[src/rtl/key_scan_if.sv]
// Keypad-side bundle for key_scan_ctrl: enable and raw rows in, column drive and
// debounced key event out. master = scan controller, slave = keypad/decoder side.
interface key_scan_if;
    logic       scan_en;
    logic [3:0] row_in;
    logic [3:0] col_out;
    logic       key_valid;
    logic [7:0] key_code_raw;
    logic       key_held;

    modport master (
        input  scan_en,
        input  row_in,
        output col_out,
        output key_valid,
        output key_code_raw,
        output key_held
    );

    modport slave (
        output scan_en,
        output row_in,
        input  col_out,
        input  key_valid,
        input  key_code_raw,
        input  key_held
    );
endinterface

[src/rtl/key_scan_ctrl.sv]
// 4x4 keypad scanner: walks active-low columns, debounces press and release on the
// synchronized rows, and emits one key_valid pulse per accepted press.
module key_scan_ctrl #(
    parameter int SCAN_CYCLES     = 27000,
    parameter int DEBOUNCE_CYCLES = 270000
) (
    input  logic       clk_27mhz,
    input  logic       reset_n,
    key_scan_if.master kif
);
    localparam int DWELL_W = $clog2(SCAN_CYCLES);
    localparam int DEB_W   = $clog2(DEBOUNCE_CYCLES);
    localparam logic [DWELL_W-1:0] DWELL_LAST = DWELL_W'(SCAN_CYCLES - 1);
    localparam logic [DEB_W-1:0]   DEB_LAST   = DEB_W'(DEBOUNCE_CYCLES - 1);

    typedef enum logic [2:0] {
        IDLE         = 3'd0,
        SCAN         = 3'd1,
        DEBOUNCE     = 3'd2,
        PRESS        = 3'd3,
        WAIT_RELEASE = 3'd4
    } state_t;

    state_t             state;
    state_t             next_state;
    logic [3:0]         row_meta_p0;
    logic [3:0]         row_sync_p1;
    logic [DWELL_W-1:0] dwell_cnt;
    logic [DEB_W-1:0]   stable_cnt;
    logic [1:0]         col_idx;
    logic [7:0]         cand_code;
    logic [3:0]         col_drive;
    logic               key_valid_r;
    logic [7:0]         key_code_r;
    logic               key_held_r;
    logic               single_row;
    logic               rows_idle;
    logic               cand_match;
    logic               dwell_done;
    logic               stable_done;

    // Exactly one row low; anything else is either no key or a ghosting pattern.
    always_comb begin
        single_row = 1'b0;
        case (row_sync_p1)
            4'b1110, 4'b1101, 4'b1011, 4'b0111: single_row = 1'b1;
            default:                            single_row = 1'b0;
        endcase
    end

    assign rows_idle   = (row_sync_p1 == 4'b1111);
    assign cand_match  = (row_sync_p1 == cand_code[3:0]);
    assign dwell_done  = (dwell_cnt == DWELL_LAST);
    assign stable_done = (stable_cnt == DEB_LAST);

    // Stage p0 -> p1: two-flop synchronizer for the asynchronous row pins
    always_ff @(posedge clk_27mhz or negedge reset_n) begin
        if (!reset_n) begin
            row_meta_p0 <= 4'b1111;
            row_sync_p1 <= 4'b1111;
        end else begin
            row_meta_p0 <= kif.row_in;
            row_sync_p1 <= row_meta_p0;
        end
    end

    always_ff @(posedge clk_27mhz or negedge reset_n) begin
        if (!reset_n) state <= IDLE;
        else          state <= next_state;
    end

    always_comb begin
        next_state = state;
        if (!kif.scan_en) begin
            next_state = IDLE;
        end else begin
            case (state)
                IDLE:         next_state = SCAN;
                SCAN:         if (dwell_done && single_row) next_state = DEBOUNCE;
                DEBOUNCE: begin
                    if (!cand_match)      next_state = SCAN;
                    else if (stable_done) next_state = PRESS;
                end
                PRESS:        next_state = WAIT_RELEASE;
                WAIT_RELEASE: if (rows_idle && stable_done) next_state = SCAN;
                default:      next_state = IDLE;
            endcase
        end
    end

    always_comb begin
        col_drive = 4'b1111;
        if (state != IDLE) col_drive = ~(4'b0001 << col_idx);
    end

    always_ff @(posedge clk_27mhz or negedge reset_n) begin
        if (!reset_n) begin
            dwell_cnt   <= '0;
            stable_cnt  <= '0;
            col_idx     <= 2'd0;
            key_valid_r <= 1'b0;
            key_code_r  <= 8'h00;
            key_held_r  <= 1'b0;
        end else begin
            // Outputs are registered off next_state so they appear in the PRESS cycle itself.
            key_valid_r <= (next_state == PRESS);
            if (next_state == PRESS) key_code_r <= cand_code;
            if (next_state == PRESS)
                key_held_r <= 1'b1;
            else if ((next_state == IDLE) || ((state == WAIT_RELEASE) && (next_state == SCAN)))
                key_held_r <= 1'b0;

            if (!kif.scan_en) begin
                dwell_cnt  <= '0;
                stable_cnt <= '0;
                col_idx    <= 2'd0;
            end else begin
                case (state)
                    IDLE: begin
                        dwell_cnt  <= '0;
                        stable_cnt <= '0;
                        col_idx    <= 2'd0;
                    end
                    SCAN: begin
                        if (dwell_done) begin
                            dwell_cnt  <= '0;
                            stable_cnt <= '0;
                            if (!single_row) col_idx <= col_idx + 2'd1;
                        end else begin
                            dwell_cnt <= dwell_cnt + 1'b1;
                        end
                    end
                    DEBOUNCE: begin
                        if (!cand_match || stable_done) stable_cnt <= '0;
                        else                            stable_cnt <= stable_cnt + 1'b1;
                    end
                    PRESS: stable_cnt <= '0;
                    WAIT_RELEASE: begin
                        if (!rows_idle) begin
                            stable_cnt <= '0;
                        end else if (stable_done) begin
                            stable_cnt <= '0;
                            col_idx    <= col_idx + 2'd1;
                        end else begin
                            stable_cnt <= stable_cnt + 1'b1;
                        end
                    end
                    default: begin
                        dwell_cnt  <= '0;
                        stable_cnt <= '0;
                    end
                endcase
            end
        end
    end

    // Candidate code is pure data and is always written before it is read.
    always_ff @(posedge clk_27mhz) begin
        if ((state == SCAN) && dwell_done && single_row)
            cand_code <= {col_drive, row_sync_p1};
    end

    assign kif.col_out      = col_drive;
    assign kif.key_valid    = key_valid_r;
    assign kif.key_code_raw = key_code_r;
    assign kif.key_held     = key_held_r;
endmodule

[src/flat_wrapper.sv]
// flat-port wrapper written by rule: the top's interface ports become plain ports
module key_scan_ctrl_flat 
#(
    parameter int SCAN_CYCLES     = 27000,
    parameter int DEBOUNCE_CYCLES = 270000
)
  (clk_27mhz, reset_n, kif_scan_en, kif_row_in, kif_col_out, kif_key_valid, kif_key_code_raw, kif_key_held);
  key_scan_if kif_i ();
  input  logic clk_27mhz;
  input  logic reset_n;
  input wire logic [$bits(kif_i.scan_en)-1:0] kif_scan_en;
  input wire logic [$bits(kif_i.row_in)-1:0] kif_row_in;
  output wire logic [$bits(kif_i.col_out)-1:0] kif_col_out;
  output wire logic [$bits(kif_i.key_valid)-1:0] kif_key_valid;
  output wire logic [$bits(kif_i.key_code_raw)-1:0] kif_key_code_raw;
  output wire logic [$bits(kif_i.key_held)-1:0] kif_key_held;
  assign kif_i.scan_en = kif_scan_en;
  assign kif_i.row_in = kif_row_in;
  assign kif_col_out = kif_i.col_out;
  assign kif_key_valid = kif_i.key_valid;
  assign kif_key_code_raw = kif_i.key_code_raw;
  assign kif_key_held = kif_i.key_held;
  key_scan_ctrl #(.SCAN_CYCLES(SCAN_CYCLES), .DEBOUNCE_CYCLES(DEBOUNCE_CYCLES)) u_core (.clk_27mhz(clk_27mhz), .reset_n(reset_n), .kif(kif_i));
endmodule
[config.mk]
export PLATFORM = sky130hd
export DESIGN_NAME = key_scan_ctrl_flat
export DESIGN_NICKNAME = d
export VERILOG_FILES = /design/src/rtl/key_scan_if.sv /design/src/rtl/key_scan_ctrl.sv /design/src/flat_wrapper.sv
export SDC_FILE = /design/constraint.sdc
export NUM_CORES = 1
export LEC_CHECK = 0
export ABC_AREA = 1
export BUFFER_PORTS_ARGS = -buffer_cell sky130_fd_sc_hd__buf_2
export CAP_MARGIN = 20
export CELL_PAD_IN_SITES_DETAIL_PLACEMENT = 0
export CELL_PAD_IN_SITES_GLOBAL_PLACEMENT = 1
export CORE_MARGIN = 2
export CORE_UTILIZATION = 46
export DETAILED_ROUTE_END_ITERATION = 16
export PLACE_DENSITY_LB_ADDON = 0.1
export SKIP_LAST_GASP = 1
export SLEW_MARGIN = 40
export SYNTH_ARGS = -nofsm -noshare
export SYNTH_HDL_FRONTEND = slang
export SYNTH_SLANG_ARGS = --single-unit
[constraint.sdc]
create_clock -name clk_27mhz -period 2.2 [get_ports clk_27mhz]
set_input_delay 0.11 -clock clk_27mhz [delete_from_list [all_inputs] [get_ports clk_27mhz]]
set_output_delay 0.11 -clock clk_27mhz [all_outputs]
set_load 0.01 [all_outputs]
# Yosys cells after proc, flatten, opt, wreduce, memory -nomap -nowiden
# Index checks and enable logic that the tools add are counted.
# op_classes
n_div	0
order_cmp	0
shifts	1
eq_ne	20
bitwise_logic	1
muxes	25
n_addsub	3
n_reduce_logical	15
multipliers	0
# ops
operator	n
19-bit 2-to-1 mux	5
19-bit case mux with 3 select lines	1
15-bit 2-to-1 mux	2
15-bit case mux with 2 select lines	1
19-bit by 1-bit adder with 19-bit output, second input constant	1
19-bit == test, second input constant	1
4-bit == test, second input constant	4
15-bit by 1-bit adder with 15-bit output, second input constant	1
15-bit == test, second input constant	1
3-bit 2-to-1 mux	5
3-bit case mux with 5 select lines	1
2-bit 2-to-1 mux	5
3-bit by 2-bit == test with 1-bit output, second input constant	3
3-bit by 2-bit != test with 1-bit output, second input constant	3
3-bit by 1-bit == test with 1-bit output, second input constant	2
3-bit logical NOT	2
2-bit case mux with 3 select lines	1
1-bit logical AND	5
5-bit AND reduction	1
4-bit by 3-bit == test with 1-bit output, second input constant	1
4-bit == test	1
4-bit 2-to-1 mux	1
4-bit by 1-bit != test with 1-bit output, second input constant	1
4-bit inverter	1
other kinds (12)	15
# word_totals
n_memories	0
input_bits	7
rom_bits	0
reg_bits	65
ram_bits	0
latchBits	0
out_inout_bits	14

# Logic depth before layout (Yosys ltp)
# depth
ltp_word	12
ltp_mapped	12

# Worst setup path before layout
# OpenSTA, ideal clock, no wires.
# synth_timing
path_type	register to register
from	reg u_core.row_sync_p1[2]
to	reg u_core.cand_code[0], enable pin
stages_incl_launch_ff	7
path_buffers	0
period_less_slack_ps	1936
t_arrival_ps	1553
setup_time_ps	383
slack_ps	264
path_cell_list	dfstp_2 nor2_1 nor2_1 nand2_1 nor2_1 nand3_1 nor3_1
# synth_between
elab_chain_len	4
elab_cells_between_ends	7
# synth_lines
element	line_no	source
start: declaration	key_scan_ctrl.sv:27	logic [3:0] row_sync_p1;
start signal: assignment	key_scan_ctrl.sv:63	row_sync_p1 <= row_meta_p0;
4-bit == test / 4-bit by 3-bit == test with 1-bit output (equally long branches)	key_scan_ctrl.sv:45	case (row_sync_p1)
4-bit OR reduction (*)	key_scan_ctrl.sv:45	
1-bit 2-to-1 mux (*)	key_scan_ctrl.sv:45	
1-bit logical AND (*)	key_scan_ctrl.sv:159	if ((state == SCAN) && dwell_done && single_row)
end signal: assignment	key_scan_ctrl.sv:160	cand_code <= {col_drive, row_sync_p1};
end: declaration	key_scan_ctrl.sv:31	logic [7:0] cand_code;
# Every way passes the cells marked *; elsewhere a longest branch is shown, timed or not.
# A chain may end at the register's enable or synchronous reset.

# Final worst setup path
# layout_timing
from	reg u_core.row_sync_p1[2]
to	reg u_core.key_code_r[1] (netlist: u_core.kif.key_code_raw[1])
# layout_between
elab_chain_len	8
elab_cells_between_ends	16
# layout_lines
element	line_no	source
4-bit == test / 4-bit by 3-bit == test with 1-bit output (equally long branches)	key_scan_ctrl.sv:45	
4-bit OR reduction	key_scan_ctrl.sv:45	
1-bit 2-to-1 mux	key_scan_ctrl.sv:45	
1-bit logical AND	key_scan_ctrl.sv:79	SCAN: if (dwell_done && single_row) next_state = DEBOUNCE;
3-bit 2-to-1 mux	key_scan_ctrl.sv:79	
3-bit case mux with 5 select lines (*)	key_scan_ctrl.sv:77	case (state)
3-bit 2-to-1 mux (*)	key_scan_ctrl.sv:74	if (!kif.scan_en) begin
3-bit by 2-bit == test with 1-bit output (*)	key_scan_ctrl.sv:107	if (next_state == PRESS) key_code_r <= cand_code;
end signal: assignment	key_scan_ctrl.sv:107	
end: declaration	key_scan_ctrl.sv:34	logic [7:0] key_code_r;
# Marks and branches as above.

==> results_dict.tcl <==
set metrics [dict create \
    status "completed" \
    ios 21 \
    powerDensity_nw_per_um2 619 \
    ys.flop_type "dfrtp_1" \
    fmax_ghz 0.515 \
    slew_headroom_pct 69.2 \
    multi_input_area_sq_um 1430 \
    hp-class "primary input to flip-flop" \
    synthTopCellsByArea "dfrtp_1 37%, nand2_1 11%, edfxtp_1 7.2%" \
    clk_pin_slew_worst_paths_ns 0.08 \
    seq_area_sq_um 1680 \
    met2_wirelength_mm 3.03 \
    worst_path_most_repeated_cell "nand2_1" \
    yosysTopAreaCell "dfrtp_1" \
    synthTopCellsByCount "94 x nand2_1, 49 x dfrtp_1, 48 x inv_1" \
    cp.required_ns 2.43 \
    yosysMostFrequentCell "nand2_1" \
    drt_pass1_iterations 4 \
    synth.avg_cell_area_sq_um 8.46 \
    grt_max_degree 58 \
    synth-warning-count 0 \
    detailed_place_hpwl_mm 4.65 \
    rsz0062_at_grt "no" \
    worst_path_max_delay_cell "dfstp_2" \
    p_int_uw 1800 \
    drtIter0Drc 129 \
    cts_root_buf "clkbuf_8" \
    ys_types 36 \
    syn-cell-area_sq_um 3350 \
    critPathArrivalTime_ns 2.17 \
    fp.dieArea_sq_um 7980 \
    cts_tree "built" \
    rows 31 \
    wl_met3_microns 156 \
    power_uw 2380 \
    antenna_found_initial 0 \
    die_x_microns 89.3 \
    crit_type "flip-flop to flip-flop" \
    peakVddDrop_v 0.000388 \
    diodes 0 \
    htreeDepth 3 \
    grt_usage_pct 17.4 \
    hold_violations 0 \
    worstMarginPinSlew_ns 0.458 \
    cts_resized 0 \
    clockPowerShare_pct 43.2 \
    cp_slowest_stage_delay_ns 0.57 \
    chipHeight_microns 89.3 \
    num_vias 2566 \
    clock_skew_ns 0.00537 \
    wl_mm 6.36 \
    synth-seq-area-share_pct 50.1 \
    post-route-period-util_pct 88.2 \
    synth_cells 396 \
    path_buf_inv 1 \
    drv_cap 0 \
    p_leak_uw 0.00171 \
    viasPerCell 4.78 \
    tns_ns 0 \
    drive_gt1_share_pct 20.5 \
    wirelength_met1_mm 3.07 \
    synth_top_cell_area_share_pct 36.6 \
    cp-end-kind "flip-flop" \
    switchingPower_uw 579 \
    routedWlPerCell_microns 11.8 \
    numPortBuffers 20 \
    drc_errors 0 \
    gp_congestion 0.890 \
    slew_violations 0 \
    grt_pass1_vias 2348 \
    initial_utilization_pct 46.9 \
    cp_top_family "simple AND/OR/NAND/NOR gates" \
    async_flop_share_pct 87.7 \
    postCtsSetupRepairBufs 0 \
    synth_seq_cells 65 \
    ant_nets 0 \
    start_kind "flip-flop" \
    nets 446 \
    grt.overflow.total 0 \
    syn_to_final_growth_pct 14.8 \
    final-setup-viol-count 0 \
    path_max_fanout 10 \
    cts_sinks 65 \
    cts_max_path_buffers 2 \
    netSwitchingFraction_pct 24.3 \
    synth_edf_count 8 \
    sequentialPowerShare_pct 52.2 \
    combPwrFrac_pct 4.6 \
    core-area_sq_um 7140 \
    clk_latency_ns 0.34 \
    cts_made_buffers 9 \
    fillers 696 \
    synthesis.nets 409 \
    highest_layer "met4" \
    ctsHoldBuffers 5 \
    path_cells "nor2_1 > nor2_1 > nand2_1 > nor2_1 > nand3_1 > nand2_1 > nand3_2 > nand2_4 > clkinv_4 > nand2_1 > nand2_1" \
    grt_pass1_wl_mm 10.6 \
    min_period_ns 1.94 \
]
layer usage:
metal,vias up,global-route usage [%]
met3,10,4.43
met5,-,0
li1,1342,-
met1,1186,22.5
met2,28,27.9
met4,0,6.92
layout by cell type, fill, tap and decap left out, types with 2 or more instances in the layout:
cell type,n
inv_1,48
inv_2,7
a21oi_1,16
o21ai_1,2
edfxtp_1,8
nand2_1,94
nand2_4,5
dfstp_2,8
buf_2,20
buf_4,2
nand4_1,8
ha_1,6
dlygate4sd3_1,5
nor2_2,6
xnor2_1,5
a31oi_1,2
nor2_1,40
nand2_2,9
nand3_1,21
o21ai_0,23
dfrtp_1,49
clkinv_4,4
clkinvlp_4,2
clkbuf_8,9
xor2_1,5
clkinv_2,2
nor2_4,5
nor3_1,10
nor3_2,3
nand3_2,2
sequential cells by signal, indices dropped and copies added, names as in the netlist:
register	cells
u_core.cand_code	8
u_core.col_idx	2
u_core.dwell_cnt	15
u_core.kif.key_code_raw	8
u_core.kif.key_held	1
u_core.kif.key_valid	1
u_core.row_meta_p0	4
u_core.row_sync_p1	4
u_core.stable_cnt	19
u_core.state	3
tightest hold or removal path, cell delays in order:
cell     delay (ns)
buf_2          0.15
nand2_1        0.08
inv_1          0.03
layout make-up:
type                            instances  area share [%]
Tap cell                               99            3.22
Timing Repair Buffer                   28            4.81
Multi-Input combinational cell        271            37.2
Sequential cell                        65            43.6
Clock inverter                          7            2.08
Inverter                               58            5.86
Clock buffer                            9            3.22
power by group through the flow:
stage / Sequential (uW) / Clock (uW) / Combinational, uW
floorplan: 1260 / 0 / 59.2
global placement: 1270 / 0 / 102
detailed placement: 1270 / 0 / 101
CTS: 1240 / 1070 / 109
global route: 1250 / 1120 / 129
finish: 1240 / 1030 / 110
cells by family (layout without fill, tap and decap cells):
kind of cell,after synthesis,count (layout),share of synthesized area (%)
xor+xnor,10,10,2.61
compound gates,50,50,8.52
flops,65,65,50.1
simple gates,205,205,29.4
buf+inv,60,102,7.21
fa+ha+maj,6,6,2.24
stage by stage:
stage / hold slack, ns / area, sq um / setup WS, ns / instances / utilization, %
CTS: 0.0514 / 3830 / 0.270 / 536 / 53.6
finish: 0.0705 / 3850 / 0.259 / 537 / 53.9
global route: 0.0730 / 3850 / 0.149 / 537 / 53.9
floorplan: -0.186 / 3350 / 0.264 / 396 / -
global placement: 0.215 / 3570 / 0.302 / 515 / 50.1
detailed placement: 0.217 / 3570 / 0.294 / 515 / 50.1
worst paths after layout:
check | from | endpoint | slack, ns | cells after the start
setup reg to reg | u_core.row_sync_p1[2] | u_core.kif.key_code_raw[1] | 0.26 | 11
hold / removal | kif_scan_en | u_core.state[0] | 0.07 | 3
setup / recovery | u_core.row_sync_p1[2] | u_core.kif.key_code_raw[1] | 0.26 | 11
hold reg to reg | u_core.row_meta_p0[3] | u_core.row_sync_p1[3] | 0.36 | 0
min in group asynchronous | reset_n | u_core.dwell_cnt[5] | 0.27 | 3
max in group asynchronous | reset_n | u_core.row_sync_p1[0] | 1.39 | 4
(Power assumes the default switching activity.)
